==> src/rtl/out_stream_scheduler.sv <==
// ---------------------------------------------------------------------------
// out_stream_scheduler
//
// Round-robin packet scheduler for one ULSS output stream. Every cycle it
// decides which mapped input stream's packet store is read next and presents
// the decision as a 5-bit code on next_state (0 = IDLE, k+1 = SERVE_k). The
// grant_arbiter turns that code into the packet-store read enables. A
// selection is held for a whole packet and only moves on end-of-packet.
//
// Optional feature macro: ULSS_SCHED_TIMEOUT_EN
//   Defined     : a per-packet watchdog aborts a SERVE state that has not seen
//                 pck_rd_last after TIMEOUT_CYCLES cycles and pulses
//                 timeout_err.
//   Not defined : SERVE waits indefinitely, timeout_err is constant 0.
//
// Parameters
//   NUM_IN          number of input streams (16; the state code assumes it)
//   TIMEOUT_CYCLES  watchdog limit per packet (used only with the macro)
//
// Ports
//   clk             clock
//   rst             synchronous, active-high reset
//   stream_mapping  bit k: input stream k is routed to this output stream
//   pck_avail       bit k: packet store k holds at least one complete packet
//   token_count_en  bit k: input stream k has tokens
//   out_ready       output stream can start a new packet
//   pck_rd_last     last word of the granted packet is read this cycle
//   next_state      combinational next state code (drives grant_arbiter)
//   cur_state       registered state code (also the FSM debug view)
//   pck_done        one-cycle pulse, the cycle after a completed packet
//   pck_count       completed-packet counter, wraps 0xFFFF -> 0
//   timeout_err     one-cycle pulse the cycle after a watchdog abort
//
// Handshake: a packet starts in the cycle next_state moves to a SERVE code
// (the read enable is asserted in that same cycle) and completes in the cycle
// pck_rd_last is high while cur_state is a SERVE code. pck_rd_last seen in
// IDLE is not a completion and is ignored. Eligibility inputs (mapping,
// avail, tokens, out_ready) are only looked at when a new packet can start.
// ---------------------------------------------------------------------------
module out_stream_scheduler #(
  parameter int NUM_IN         = 16,
  parameter int TIMEOUT_CYCLES = 1024
) (
  input  logic              clk,
  input  logic              rst,
  input  logic [NUM_IN-1:0] stream_mapping,
  input  logic [NUM_IN-1:0] pck_avail,
  input  logic [NUM_IN-1:0] token_count_en,
  input  logic              out_ready,
  input  logic              pck_rd_last,
  output logic [4:0]        next_state,
  output logic [4:0]        cur_state,
  output logic              pck_done,
  output logic [15:0]       pck_count,
  output logic              timeout_err
);

  // State codes are fixed by the grant_arbiter interface: IDLE is 0 and
  // SERVE_k is k+1.
  typedef enum logic [4:0] {
    ST_IDLE     = 5'd0,
    ST_SERVE_0  = 5'd1,
    ST_SERVE_1  = 5'd2,
    ST_SERVE_2  = 5'd3,
    ST_SERVE_3  = 5'd4,
    ST_SERVE_4  = 5'd5,
    ST_SERVE_5  = 5'd6,
    ST_SERVE_6  = 5'd7,
    ST_SERVE_7  = 5'd8,
    ST_SERVE_8  = 5'd9,
    ST_SERVE_9  = 5'd10,
    ST_SERVE_10 = 5'd11,
    ST_SERVE_11 = 5'd12,
    ST_SERVE_12 = 5'd13,
    ST_SERVE_13 = 5'd14,
    ST_SERVE_14 = 5'd15,
    ST_SERVE_15 = 5'd16
  } state_t;

  // Registers
  state_t      r_state;
  logic [3:0]  r_ptr;        // last input that was granted
  logic        r_pck_done;
  logic [15:0] r_pck_count;

  // Combinational
  logic [NUM_IN-1:0] w_elig;
  logic              w_in_serve;
  logic [3:0]        w_search_start;
  logic [3:0]        w_scan_idx;
  logic [3:0]        w_pick_idx;
  logic              w_pick_found;
  state_t            w_pick_state;
  state_t            w_next;
  logic              w_accept_last;
  logic              w_enter;
  logic              w_timeout;

  assign cur_state = r_state;
  assign next_state = w_next;
  assign pck_done  = r_pck_done;
  assign pck_count = r_pck_count;

  // An input can be started only if it is mapped here, has a complete
  // packet, has tokens, and the output side can take a new packet.
  assign w_elig = stream_mapping & pck_avail & token_count_en & {NUM_IN{out_ready}};

  // Codes above SERVE_15 cannot be reached; they are treated like IDLE so a
  // corrupted register recovers on its own.
  assign w_in_serve = (r_state != ST_IDLE) && (r_state <= ST_SERVE_15);

  // In SERVE_k the state code k+1 is itself the search start (mod 16), so
  // the input just served ends up with the lowest priority. In IDLE the
  // search starts one past the last input served.
  assign w_search_start = w_in_serve ? cur_state[3:0] : (r_ptr + 4'd1);

  // Circular first-one search over 16 positions starting at w_search_start.
  always_comb begin
    w_pick_found = 1'b0;
    w_pick_idx   = 4'd0;
    w_scan_idx   = 4'd0;
    for (int i = 0; i < NUM_IN; i++) begin
      w_scan_idx = w_search_start + 4'(i);
      if (!w_pick_found && w_elig[w_scan_idx]) begin
        w_pick_found = 1'b1;
        w_pick_idx   = w_scan_idx;
      end
    end
  end

  assign w_pick_state = state_t'({1'b0, w_pick_idx} + 5'd1);

  assign w_accept_last = w_in_serve && pck_rd_last;

  // Next-state decision. Reset forces IDLE combinationally so no grant is
  // ever issued while rst is high. In SERVE the eligibility inputs are
  // deliberately ignored until the packet ends.
  always_comb begin
    w_next = r_state;
    if (rst) begin
      w_next = ST_IDLE;
    end else if (!w_in_serve) begin
      w_next = w_pick_found ? w_pick_state : ST_IDLE;
    end else if (pck_rd_last) begin
      w_next = w_pick_found ? w_pick_state : ST_IDLE;
    end else if (w_timeout) begin
      w_next = ST_IDLE;
    end else begin
      w_next = r_state;
    end
  end

  // A new packet starts whenever a SERVE code is chosen from IDLE or at the
  // end of a packet, including a back-to-back repeat of the same input.
  assign w_enter = (w_next != ST_IDLE) && (!w_in_serve || pck_rd_last);

  // Scheduler FSM and packet bookkeeping.
  always_ff @(posedge clk) begin
    if (rst) begin
      r_state     <= ST_IDLE;
      r_ptr       <= 4'hF;
      r_pck_done  <= 1'b0;
      r_pck_count <= 16'd0;
    end else begin
      r_state    <= w_next;
      r_pck_done <= w_accept_last;
      if (w_enter) begin
        r_ptr <= w_pick_idx;
      end
      if (w_accept_last) begin
        r_pck_count <= r_pck_count + 16'd1;
      end
    end
  end

`ifdef ULSS_SCHED_TIMEOUT_EN
  // The counter holds 0..TIMEOUT_CYCLES-1; the limit is reached on the
  // TIMEOUT_CYCLES-th cycle spent in SERVE.
  localparam int WDOG_W = (TIMEOUT_CYCLES > 2) ? $clog2(TIMEOUT_CYCLES) : 1;
  localparam logic [WDOG_W-1:0] WDOG_LIMIT = WDOG_W'(TIMEOUT_CYCLES - 1);

  logic [WDOG_W-1:0] r_wdog;
  logic              r_timeout_err;

  // pck_rd_last in the limit cycle is a normal completion, not an abort.
  assign w_timeout   = w_in_serve && !pck_rd_last && (r_wdog == WDOG_LIMIT);
  assign timeout_err = r_timeout_err;

  always_ff @(posedge clk) begin
    if (rst) begin
      r_wdog        <= '0;
      r_timeout_err <= 1'b0;
    end else begin
      r_timeout_err <= w_timeout;
      if (w_enter) begin
        r_wdog <= '0;
      end else if (w_in_serve) begin
        r_wdog <= r_wdog + 1'b1;
      end
    end
  end
`else
  logic w_unused_cfg;

  assign w_timeout    = 1'b0;
  assign timeout_err  = 1'b0;
  assign w_unused_cfg = (TIMEOUT_CYCLES > 0);
`endif

endmodule

==> config.mk <==
export PLATFORM = sky130hd
export DESIGN_NAME = out_stream_scheduler
export DESIGN_NICKNAME = d
export VERILOG_FILES = /design/src/rtl/out_stream_scheduler.sv
export SDC_FILE = /design/constraint.sdc
export NUM_CORES = 1
export LEC_CHECK = 0
export BUFFER_PORTS_ARGS = -buffer_cell sky130_fd_sc_hd__buf_2
export CORE_ASPECT_RATIO = 0.9
export CORE_UTILIZATION = 25
export CTS_CLUSTER_DIAMETER = 200
export DETAILED_ROUTE_END_ITERATION = 12
export PLACE_DENSITY_LB_ADDON = 0.3
export SYNTH_ARGS = -nofsm -noshare
export SYNTH_HDL_FRONTEND = slang
export SYNTH_SLANG_ARGS = --single-unit
==> constraint.sdc <==
create_clock -name clk -period 11.1 [get_ports clk]
set_input_delay 2.22 -clock clk [delete_from_list [all_inputs] [get_ports clk]]
set_output_delay 2.22 -clock clk [all_outputs]
set_load 0.02 [all_outputs]
Word-level counts from Yosys, hierarchy flattened --
Index checks and enable logic that the tools add are counted.
Storage, ports and cells: bits in registers 26, bits in latches 0, memory bits (writable) 0, ROM bits 0, input bits 52, output and inout bits 28, logic and storage cells 148, memories 0
Cells by class: add/sub/neg operators 18, multiply operators 0, div/mod/pow operators 0, $lt $le $gt $ge 17, equality and inequality tests 0, shift-type cells 0, multiplexer cells 69, bitwise logic cells 3, reductions and logical operators 37
Operator list (number):
- < comparator 4 x 5 -> 1 bit (second input constant) | 16
- two-way mux 4 bit | 17
- binary-select mux 1 bit (select 4 bit) | 16
- bitwise AND 16 bit | 3
- adder 4 bit (second input constant) | 8
- two-way mux 1 bit | 32
- two-way mux 5 bit | 4
- logical AND 1 bit | 18
- adder 16 x 1 -> 16 bit (second input constant) | 1
- adder 4 x 3 -> 4 bit (second input constant) | 4
- zero test 1 bit | 16
- nonzero test 5 bit | 2
- adder 4 x 1 -> 4 bit (second input constant) | 2
- adder 4 x 2 -> 4 bit (second input constant) | 2
- adder 4 x 1 -> 5 bit (second input constant) | 1
- <= comparator 5 bit (second input constant) | 1
- logical OR 1 bit | 1

Logic depth before layout (Yosys ltp) --
Gate-level depths: netlist of run 1.
word-level depth 58, mapped depth 27, mapped depth without buffers 22

Worst setup path before layout of run 1 --
No wires, ideal clock.
path type input to output, from input out_ready, to output next_state[4], data arrival time 5.782 ns, data required time 8.880 ns, setup slack 3.098 ns, stages on the path 16, buffers on the path 1, path through clkbuf_1 nand4_1 o21bai_1 o21ai_0 o22ai_1 mux4_2 a21boi_2 nand3_2 or3b_1 a21oi_1 a21oi_1 o21a_1 inv_1 ha_1 inv_1 o41ai_1
On the way: cells in the longest elaborated chain, start to end 54, elaborated cells between the ends (all ways) 100, those cells by class add/sub (1); mux (68); bitwise (1); reduce/logical (30)
RTL lines:
- start: declaration | RTL line 49 | input logic out_ready,
- bitwise AND 16 bit (*) | RTL line 106 | assign w_elig = stream_mapping & pck_avail & token_count_en & {NUM_IN{out_ready}};
- binary-select mux 1 bit (select 4 bit) | RTL line 124 | if (!w_pick_found && w_elig[w_scan_idx]) begin
- two-way mux 1 bit (implied by the code) | RTL line 124
- two-way mux 1 bit | RTL line 124
- zero test 1 bit | RTL line 124
- logical AND 1 bit | RTL line 124
- two-way mux 1 bit | RTL line 124
- zero test 1 bit | RTL line 124
- [... 39 more ...]
- logical AND 1 bit | RTL line 124
- two-way mux 4 bit (*) | RTL line 124
- named net w_pick_idx[1] | RTL line 91 | logic [3:0] w_pick_idx;
- adder 4 x 1 -> 5 bit (*) | RTL line 131 | assign w_pick_state = state_t'({1'b0, w_pick_idx} + 5'd1);
- two-way mux 5 bit (*) | RTL line 143, 145
- two-way mux 5 bit | RTL line 144 | end else if (pck_rd_last) begin
- two-way mux 5 bit (*) | RTL line 142 | end else if (!w_in_serve) begin
- two-way mux 5 bit (*) | RTL line 140 | if (rst) begin
- end: declaration | RTL line 51 | output logic [4:0] next_state,
The timed path passes the listed nets; every way through them passes the cells marked *. The select of a mux whose other input is x is not followed.

Final worst setup path of run 1 --
from register r_state[2] (netlist: cur_state[2]), to output next_state[2]
On the way: cells in the longest elaborated chain, start to end 56, elaborated cells between the ends (all ways) 118, those cells by class add/sub (16); order compare (1); mux (69); reduce/logical (32)
RTL lines:
- start: declaration | RTL line 81 | state_t r_state;
- start signal: assignment | RTL line 165 | r_state <= w_next;
- <= comparator 5 bit or nonzero test 5 bit (tied branches) | RTL line 110 | assign w_in_serve = (r_state != ST_IDLE) && (r_state <= ST_SERVE_15);
- logical AND 1 bit | RTL line 110
- two-way mux 4 bit (*) | RTL line 115 | assign w_search_start = w_in_serve ? cur_state[3:0] : (r_ptr + 4'd1);
- branches (longest 47 deep; another with adder 4 x 1 -> 4 bit)
- two-way mux 4 bit (*) | RTL line 124
- named net w_pick_idx[0] | RTL line 91
- adder 4 x 1 -> 5 bit (*) | RTL line 131
- two-way mux 5 bit (*) | RTL line 143, 145
- two-way mux 5 bit | RTL line 144
- two-way mux 5 bit (*) | RTL line 142
- two-way mux 5 bit (*) | RTL line 140
Mark *: on every way through the listed nets, which the timed path passes. The select of a mux whose other input is x is not followed.

==> impl_metrics.ini, run 1 <==
[floorplanning]
dieArea_um2 = 17240
start_util_pct = 25.73
chipHeight_um = 124.7
fp-row-count = 44
io_pins = 80
fp.dieW_um = 138.3
core_area_um2 = 16240

[logic_synthesis]
synth_fp_nets = 630
synth_edf_count = 0
synth.largest_area_cell = dfxtp_1
ys_seq_area_share_pct = 12.46
synthDistinctLibCells = 84
synth_common_cells = nor2_1, nand2_1, a21oi_1
synth_area_um2 = 4179
syn_inst = 573
synth_top_area_share_pct = 12.46
ys_seq_elements = 26
async_reset_ff_share_pct = 0
ys.flop_type = dfxtp_1
yosys-top-cells-area = dfxtp_1, mux2i_1, nor2_1, a21oi_1, nand2_1
yosysWarnings = 0
synth_area_per_cell_um2 = 7.293
synth.most_common_cell = nor2_1

[clocking]
hold_buffers = 0
cts.sinks = 26
cts_tree = done
cts_resized = 0
clock_latency_ns = 0.26
cts_root_buffer = clkbuf_16
htree_levels = 1
cts-buffers-inserted = 3
cts_setup_buffers = 0
clock_path_buffers = 2
clkTransAtPathRegs_ns = 0.06

[routing]
drc = 0
drtAntennaViolNets = 0
avgRoutedWirePerCell_um = 17.33
drt_iter0_drc = 590
vias = 4778
first_pass_iters = 5
vias_per_cell = 5.799
routed_wl_um = 14280

[min_path]
holdCritPathClass = reg -> reg
hold_depth = 2
min-delay-start = pck_count[1]
hold_path_end = pck_count[1]

[timing]
maxSlewHeadroom_pct = 28.46
maxSlewViolCount = 0
hold_viol = 0
post-route-min-period_ns = 9.073
grt_setup_unrepaired = no
setup_viol = 0
fin_skew_ns = 0.002264
finalCritPeriodShare_pct = 81.74
max_freq_ghz = 0.1102
tightest_slew_ns = 1.065
setup_tns_ns = 0

[layout]
drive_above_1_share_pct = 21.72
fin_nets = 675
post-route-util_pct = 29.12
area_growth_pct = 13.17
fill_cells = 1736
antenna_cells = 0

[worst_setup_path]
required_ns = 8.88
path_cells = o31a_1 > nor3_2 > nor2_4 > inv_2 > ha_1 > mux4_2 > mux2_2 > mux2i_1 > a21oi_2 > nand4b_1 > nor4_2 > a21oi_1 > nand3_1 > a22oi_1 > inv_1 > ha_1 > xnor2_1 > a32o_1 > buf_2
regToRegSetupSlack_ns = 3.76
r2r_cells = 21
worst_setup_path_start_kind = flop
arrival_ns = 6.85
crit_type = reg -> out
crit_path_end_kind = output pin
crit_top_cell = ha_1
path_buf_inv = 3
max_stage_delay_ns = 0.79
r2r-end = r_ptr[1]
crit_slowest_cell = mux2i_1
worst-path-max-fanout = 31
reg2reg_from = cur_state[2]
worst_path_dominant_cell_family = multiplexers

[placed_design]
dp_hpwl_um = 10940
portBuffers = 78
place.gp.congestion = 0.9226

[global_routing]
grt_max_degree = 32
grt_pass1_wl_um = 23250
grt_usage_pct = 16.33
grt_pass1_vias = 4303
grt_overflow = 0
antenna_found_initial = 0

[flow_run]
max-cap-violations = 0

[outcome]
status = complete, no violations
-- routing by layer --
layer | GRT usage [%] | wire length, um
met1 | 25.27 | 7010
met3 | 1.615 | 1133
met4 | 2.644 | 140
met5 | 0 | 0
met2 | 24.31 | 5992
-- flip-flops by register name, indices dropped and copies added (netlist names) --
signal,cells
r_ptr,4
pck_done,1
cur_state,5
pck_count,16
-- logic make-up (layout without fill, tap and decap cells) --
kind of cell    Yosys count  in the layout  share of synthesized area [%]
simple gates            237            237                          30.63
compound gates          182            182                          29.67
buf+inv                  49             93                          5.838
mux                      41             41                          12.13
xor+xnor                 32             32                          7.695
flops                    26             26                          12.46
fa+ha+maj                 5              5                          1.497
other cells               1              1                        0.08973
-- worst max path at each step --
stage	startpoint	to	cells past startpoint	slack (ns)
after global routing	cur_state[2]	next_state[4]	18	1.55
final	cur_state[2]	next_state[2]	19	2.03
after global placement	out_ready	next_state[4]	17	2.04
after detailed placement	out_ready	next_state[4]	17	2.15
after CTS	out_ready	next_state[4]	17	2.13
after floorplan	out_ready	next_state[4]	16	3.10
-- tightest hold or removal path: cells and delay by family (launching register included) --
family	cells	cell delay, ns
DFF	1	0.34
and+or+nand+nor	1	0.07
AOI/OAI and AO/OA	1	0.05
-- layout by cell type, fill, tap and decap left out, types with 11 or more instances in the layout --
cell type,netlist,final
xnor2_1,18,18
dfxtp_1,26,26
mux2i_1,23,22
nand4_1,19,19
nor3_1,22,22
o21ai_0,27,27
a211oi_1,15,15
o211ai_1,11,11
a21oi_1,39,38
nand2_1,45,45
nor2_1,59,59
buf_2,18,78
nand3_1,24,24
-- stage by stage --
step	hold slack [ns]	cells	cell area (um^2)	setup slack (ns)
after detailed placement	0.4905	820	4641	2.150
final	0.5049	824	4730	2.027
after global placement	0.4863	820	4641	2.037
after floorplan	0.5079	573	4179	3.098
after global routing	0.5466	824	4730	1.547
after CTS	0.5033	824	4730	2.130
-- area by class of cell --
class                      instances  area, um^2  area share [%]
tap                              207       259.0           5.476
sequential                        26       520.5           11.01
multi-input combinational        498        3422           72.35
clock buffer                       4       88.84           1.878
timing repair buffer              80       405.4           8.571
inverter                           9       33.78          0.7143
Power of run 1 is not shown: default switching activity piles up to over one toggle a cycle in this logic, so the estimate is an artifact.
==> inputs of run 2 (changes only) <==
- clock period: 11.1 -> 8.25 ns (I/O delays scaled with it)
==> run 2 against run 1 <==
Compared with the run above:
- sequential cell count unchanged
- clock skew is 0.00082 ns higher
- first-iteration DRC count fell by 15%
- cell count grew 0.97%
- count of clock-buffer cells in the layout down 1
- worst hold slack hardly changed
- critical path type unchanged
- critical endpoint is now next_state[3]
- utilization up 0.33 points
- sequential share of layout area fell by 0.12 points
- via count rose by 1.0%
- global-route usage grew 0.29 points
==> impl_metrics.ini, run 2 (synthesis gave the netlist of run 1 again) <==
[outcome]
status = complete, no violations

[timing]
max_freq_ghz = 0.1271
fin_skew_ns = 0.003086
setup_tns_ns = 0
setup_viol = 0
maxSlewHeadroom_pct = 37.01
hold_viol = 0
finalCritPeriodShare_pct = 95.39
post-route-min-period_ns = 7.870
whs_ns = 0.5045
tightest_slew_ns = 0.9185
maxSlewViolCount = 0
grt_setup_unrepaired = no

[clocking]
hold_buffers = 0
cts-buffers-inserted = 3
cts_tree = done
cts_resized = 0
cts_root_buffer = clkbuf_16
clkTransAtPathRegs_ns = 0.06
clock_latency_ns = 0.26
cts_setup_buffers = 0
clock_path_buffers = 2
htree_levels = 1
cts.sinks = 26

[worst_setup_path]
arrival_ns = 6.22
required_ns = 6.60
worst-path-max-fanout = 16
crit_type = reg -> out
worst_setup_path_start_kind = flop
crit_path_end_kind = output pin

[global_routing]
grt_overflow = 0
grt_pass1_vias = 4361
grt_pass1_wl_um = 23680
antenna_found_initial = 0
grt_usage_pct = 16.62
grt_max_degree = 31

[layout]
area_growth_pct = 14.46
layout_commonest_cell = buf_2
post-route-util_pct = 29.45
drive_above_1_share_pct = 22.72
antenna_cells = 0
layout_common_cells = buf_2, nor2_1, nand2_1
fin_nets = 684
fill_cells = 1773
largest_reg_flops = 16

[routing]
drtAntennaViolNets = 0
vias_per_cell = 5.802
avgRoutedWirePerCell_um = 17.45
wl_met3_um = 1342
highest_layer = met4
wl_met1_um = 7021
drc = 0
route.met2.wl_um = 5944
routed_wl_um = 14520
vias = 4827
first_pass_iters = 5
drt_iter0_drc = 501

[min_path]
holdCritPathClass = reg -> reg

[placed_design]
portBuffers = 78
place.gp.congestion = 0.9233
dp_hpwl_um = 11260

[floorplanning]
fp.dieW_um = 138.3
chipHeight_um = 124.7
io_pins = 80
fp-row-count = 44
start_util_pct = 25.73
dieArea_um2 = 17240
core_area_um2 = 16240

[flow_run]
max-cap-violations = 0
run 2: cell type report:
cell class / instances / area [um^2] / share of cell area [%]
repair buffers: 89 / 473.0 / 9.888
clock buffers: 3 / 75.07 / 1.569
flip-flops and latches: 26 / 520.5 / 10.88
inverters: 9 / 33.78 / 0.7063
multi-input cells: 498 / 3422 / 71.54
well taps: 207 / 259.0 / 5.415
run 2: layer usage:
| metal | vias up | GRT usage, % |
|---|---|---|
| li1 | 2300 | - |
| met1 | 2246 | 25.32 |
| met3 | 25 | 1.961 |
| met2 | 256 | 24.40 |
| met4 | 0 | 3.966 |
| met5 | - | 0 |
run 2: worst max-delay path, cell delays in order (launching register included):
cell      delay [ns]
dfxtp_1         0.49
or4_1           0.58
a21oi_1         0.21
a21oi_2         0.16
ha_1            0.67
mux4_2          0.65
mux2_2          0.29
mux2i_1         0.72
a21oi_1         0.25
a311o_1         0.34
a211oi_1        0.49
a31oi_1         0.19
o21a_1          0.28
xnor2_1         0.15
a22oi_1         0.24
nor2_1          0.06
buf_2           0.18
run 2: metrics by stage:
stage / area, um^2 / instances / setup slack [ns]
after floorplan: 4179 / 573 / 1.373
after global placement: 4708 / 829 / 0.6385
after detailed placement: 4708 / 829 / 0.7760
after CTS: 4783 / 832 / 0.6144
after global routing: 4783 / 832 / 0.1231
final: 4783 / 832 / 0.3802
run 2: worst paths after layout:
kind	startpoint	to	slack, ns	depth (start not counted)
max	cur_state[1]	next_state[3]	0.38	16
min	pck_count[1]	pck_count[1]	0.50	2
max reg2reg	cur_state[1]	r_ptr[1]	1.77	20
min reg2reg	pck_count[1]	pck_count[1]	0.50	2
Power of run 2 is left out for the same reason.
==> inputs of run 3 (changes only) <==
- ABC_AREA: unset -> 1
- CAP_MARGIN: unset -> 20
- CORE_MARGIN: unset -> 1.5
==> run 3 against run 2 <==
Compared with the run above:
- die area is 7.1% lower
- clock skew is 0.00087 ns lower
- non-clock buffer count is 9 lower
- critical path depth is 9 higher
- cell area is 6.9% lower
- setup slack better by 1.0 ns
==> impl_metrics.ini, run 3 <==
[floorplanning]
io_pins = 80
dieArea_um2 = 16010
start_util_pct = 25.74
core_area_um2 = 14820
chipHeight_um = 120.2
fp.dieW_um = 133.2
fp-row-count = 42

[timing]
setup_tns_ns = 0
grt_setup_unrepaired = no
post-route-min-period_ns = 6.837
max_freq_ghz = 0.1463
setup_viol = 0
hold_viol = 0
maxSlewHeadroom_pct = 53.55
tightest_slew_ns = 0.6951
fin_skew_ns = 0.002219
maxSlewViolCount = 0
finalCritPeriodShare_pct = 82.87

[placed_design]
dp_hpwl_um = 10020
placed_cell_area_um2 = 4367
numPlacedInstances = 949
portBuffers = 78
place.gp.congestion = 0.9248

[logic_synthesis]
synth_common_cells = nand2_1, nand3_1, inv_1
synth_fp_nets = 744
yosysWarnings = 0
synth_top_area_share_pct = 21.45
synth.most_common_cell = nand2_1
ys_seq_area_share_pct = 13.64
synth_area_per_cell_um2 = 5.553
ys.flop_type = dfxtp_1
synth_area_um2 = 3815
syn_inst = 687
yosys-top-cells-area = nand2_1, nand3_1, dfxtp_1, inv_1, nor2_1
synth_edf_count = 0
synthDistinctLibCells = 39
async_reset_ff_share_pct = 0
synth.largest_area_cell = nand2_1
ys_seq_elements = 26

[clocking]
clock_latency_ns = 0.26
cts_tree = done
cts_root_buffer = clkbuf_16
hold_buffers = 0
clkTransAtPathRegs_ns = 0.07
clock_path_buffers = 2
cts.sinks = 26
cts-buffers-inserted = 3
htree_levels = 1
cts_resized = 0
cts_setup_buffers = 0

[layout]
fin_nets = 813
antenna_cells = 0
layout_commonest_cell = nand2_1
largest_reg_flops = 16
drive_above_1_share_pct = 19.60
fin_area_um2 = 4456
instances_no_fill = 953
layout_common_cells = nand2_1, nand3_1, buf_2
area_growth_pct = 16.79

[global_routing]
grt_max_degree = 26
antenna_found_initial = 0
grt_pass1_wl_um = 21080
grt_usage_pct = 15.98
grt_pass1_vias = 4265
grt_overflow = 0

[routing]
routed_wl_um = 12810
vias = 4689
first_pass_iters = 5
vias_per_cell = 4.920
drt_iter0_drc = 387
drtAntennaViolNets = 0
drc = 0
avgRoutedWirePerCell_um = 13.44

[worst_setup_path]
crit_type = reg -> out
worst_setup_path_start_kind = flop
arrival_ns = 5.19
max_stage_delay_ns = 0.75
crit_path_end_kind = output pin
crit_slowest_cell = ha_1
worst-path-max-fanout = 21
required_ns = 6.60

[outcome]
status = complete, no violations

[min_path]
holdCritPathClass = reg -> reg

[flow_run]
max-cap-violations = 0
[run 3: area by class of cell]
class                           count  area [um^2]
Tap cell                          198        247.7
Fill cell                        1719        10360
Sequential cell                    26        520.5
Multi-Input combinational cell    562         2882
Timing Repair Buffer               80        405.4
Clock buffer                        4        88.84
Inverter                           83        311.5
[run 3: logic make-up after synthesis]
family / count (synthesis) / share of synthesized area (%)
XOR/XNOR: 6 / 1.870
AO/OA/AOI/OAI: 51 / 7.577
flip-flops: 26 / 13.64
adder cells (fa/ha/maj): 5 / 1.640
buffers and inverters: 99 / 10.82
AND/OR/NAND/NOR: 499 / 64.35
other: 1 / 0.09830
[run 3: per-layer routing]
metal	track usage [%]	routed length, um	up-vias
li1	-	-	2394
met1	22.66	6211	2107
met2	26.20	5553	174
met3	1.132	863	14
met4	4.348	182	0
met5	0	0	-
[run 3: worst paths after layout]
check	depth (start not counted)	startpoint	slack, ns	end
max	25	cur_state[2]	1.41	next_state[4]
min	2	r_ptr[3]	0.48	r_ptr[3]
max reg2reg	29	cur_state[2]	2.89	r_ptr[2]
min reg2reg	2	r_ptr[3]	0.48	r_ptr[3]
[run 3: worst max-delay path, delay by kind of cell, from the launching register on]
family,cells,cell delay [ns]
buffers and inverters,4,0.71
DFF,1,0.38
and+or+nand+nor,17,2.24
AOI/OAI and AO/OA,2,0.66
adders and majority gates,2,0.91
[run 3: stage by stage]
step	setup WS (ns)	hold WS (ns)	util, %
after global placement	1.629	0.4681	29.47
after floorplan	2.134	0.4450	-
after global routing	0.8346	0.5249	30.07
after CTS	1.437	0.4795	30.07
after detailed placement	1.633	0.4622	29.47
final	1.413	0.4811	30.07
Power of run 3 is left out for the same reason.
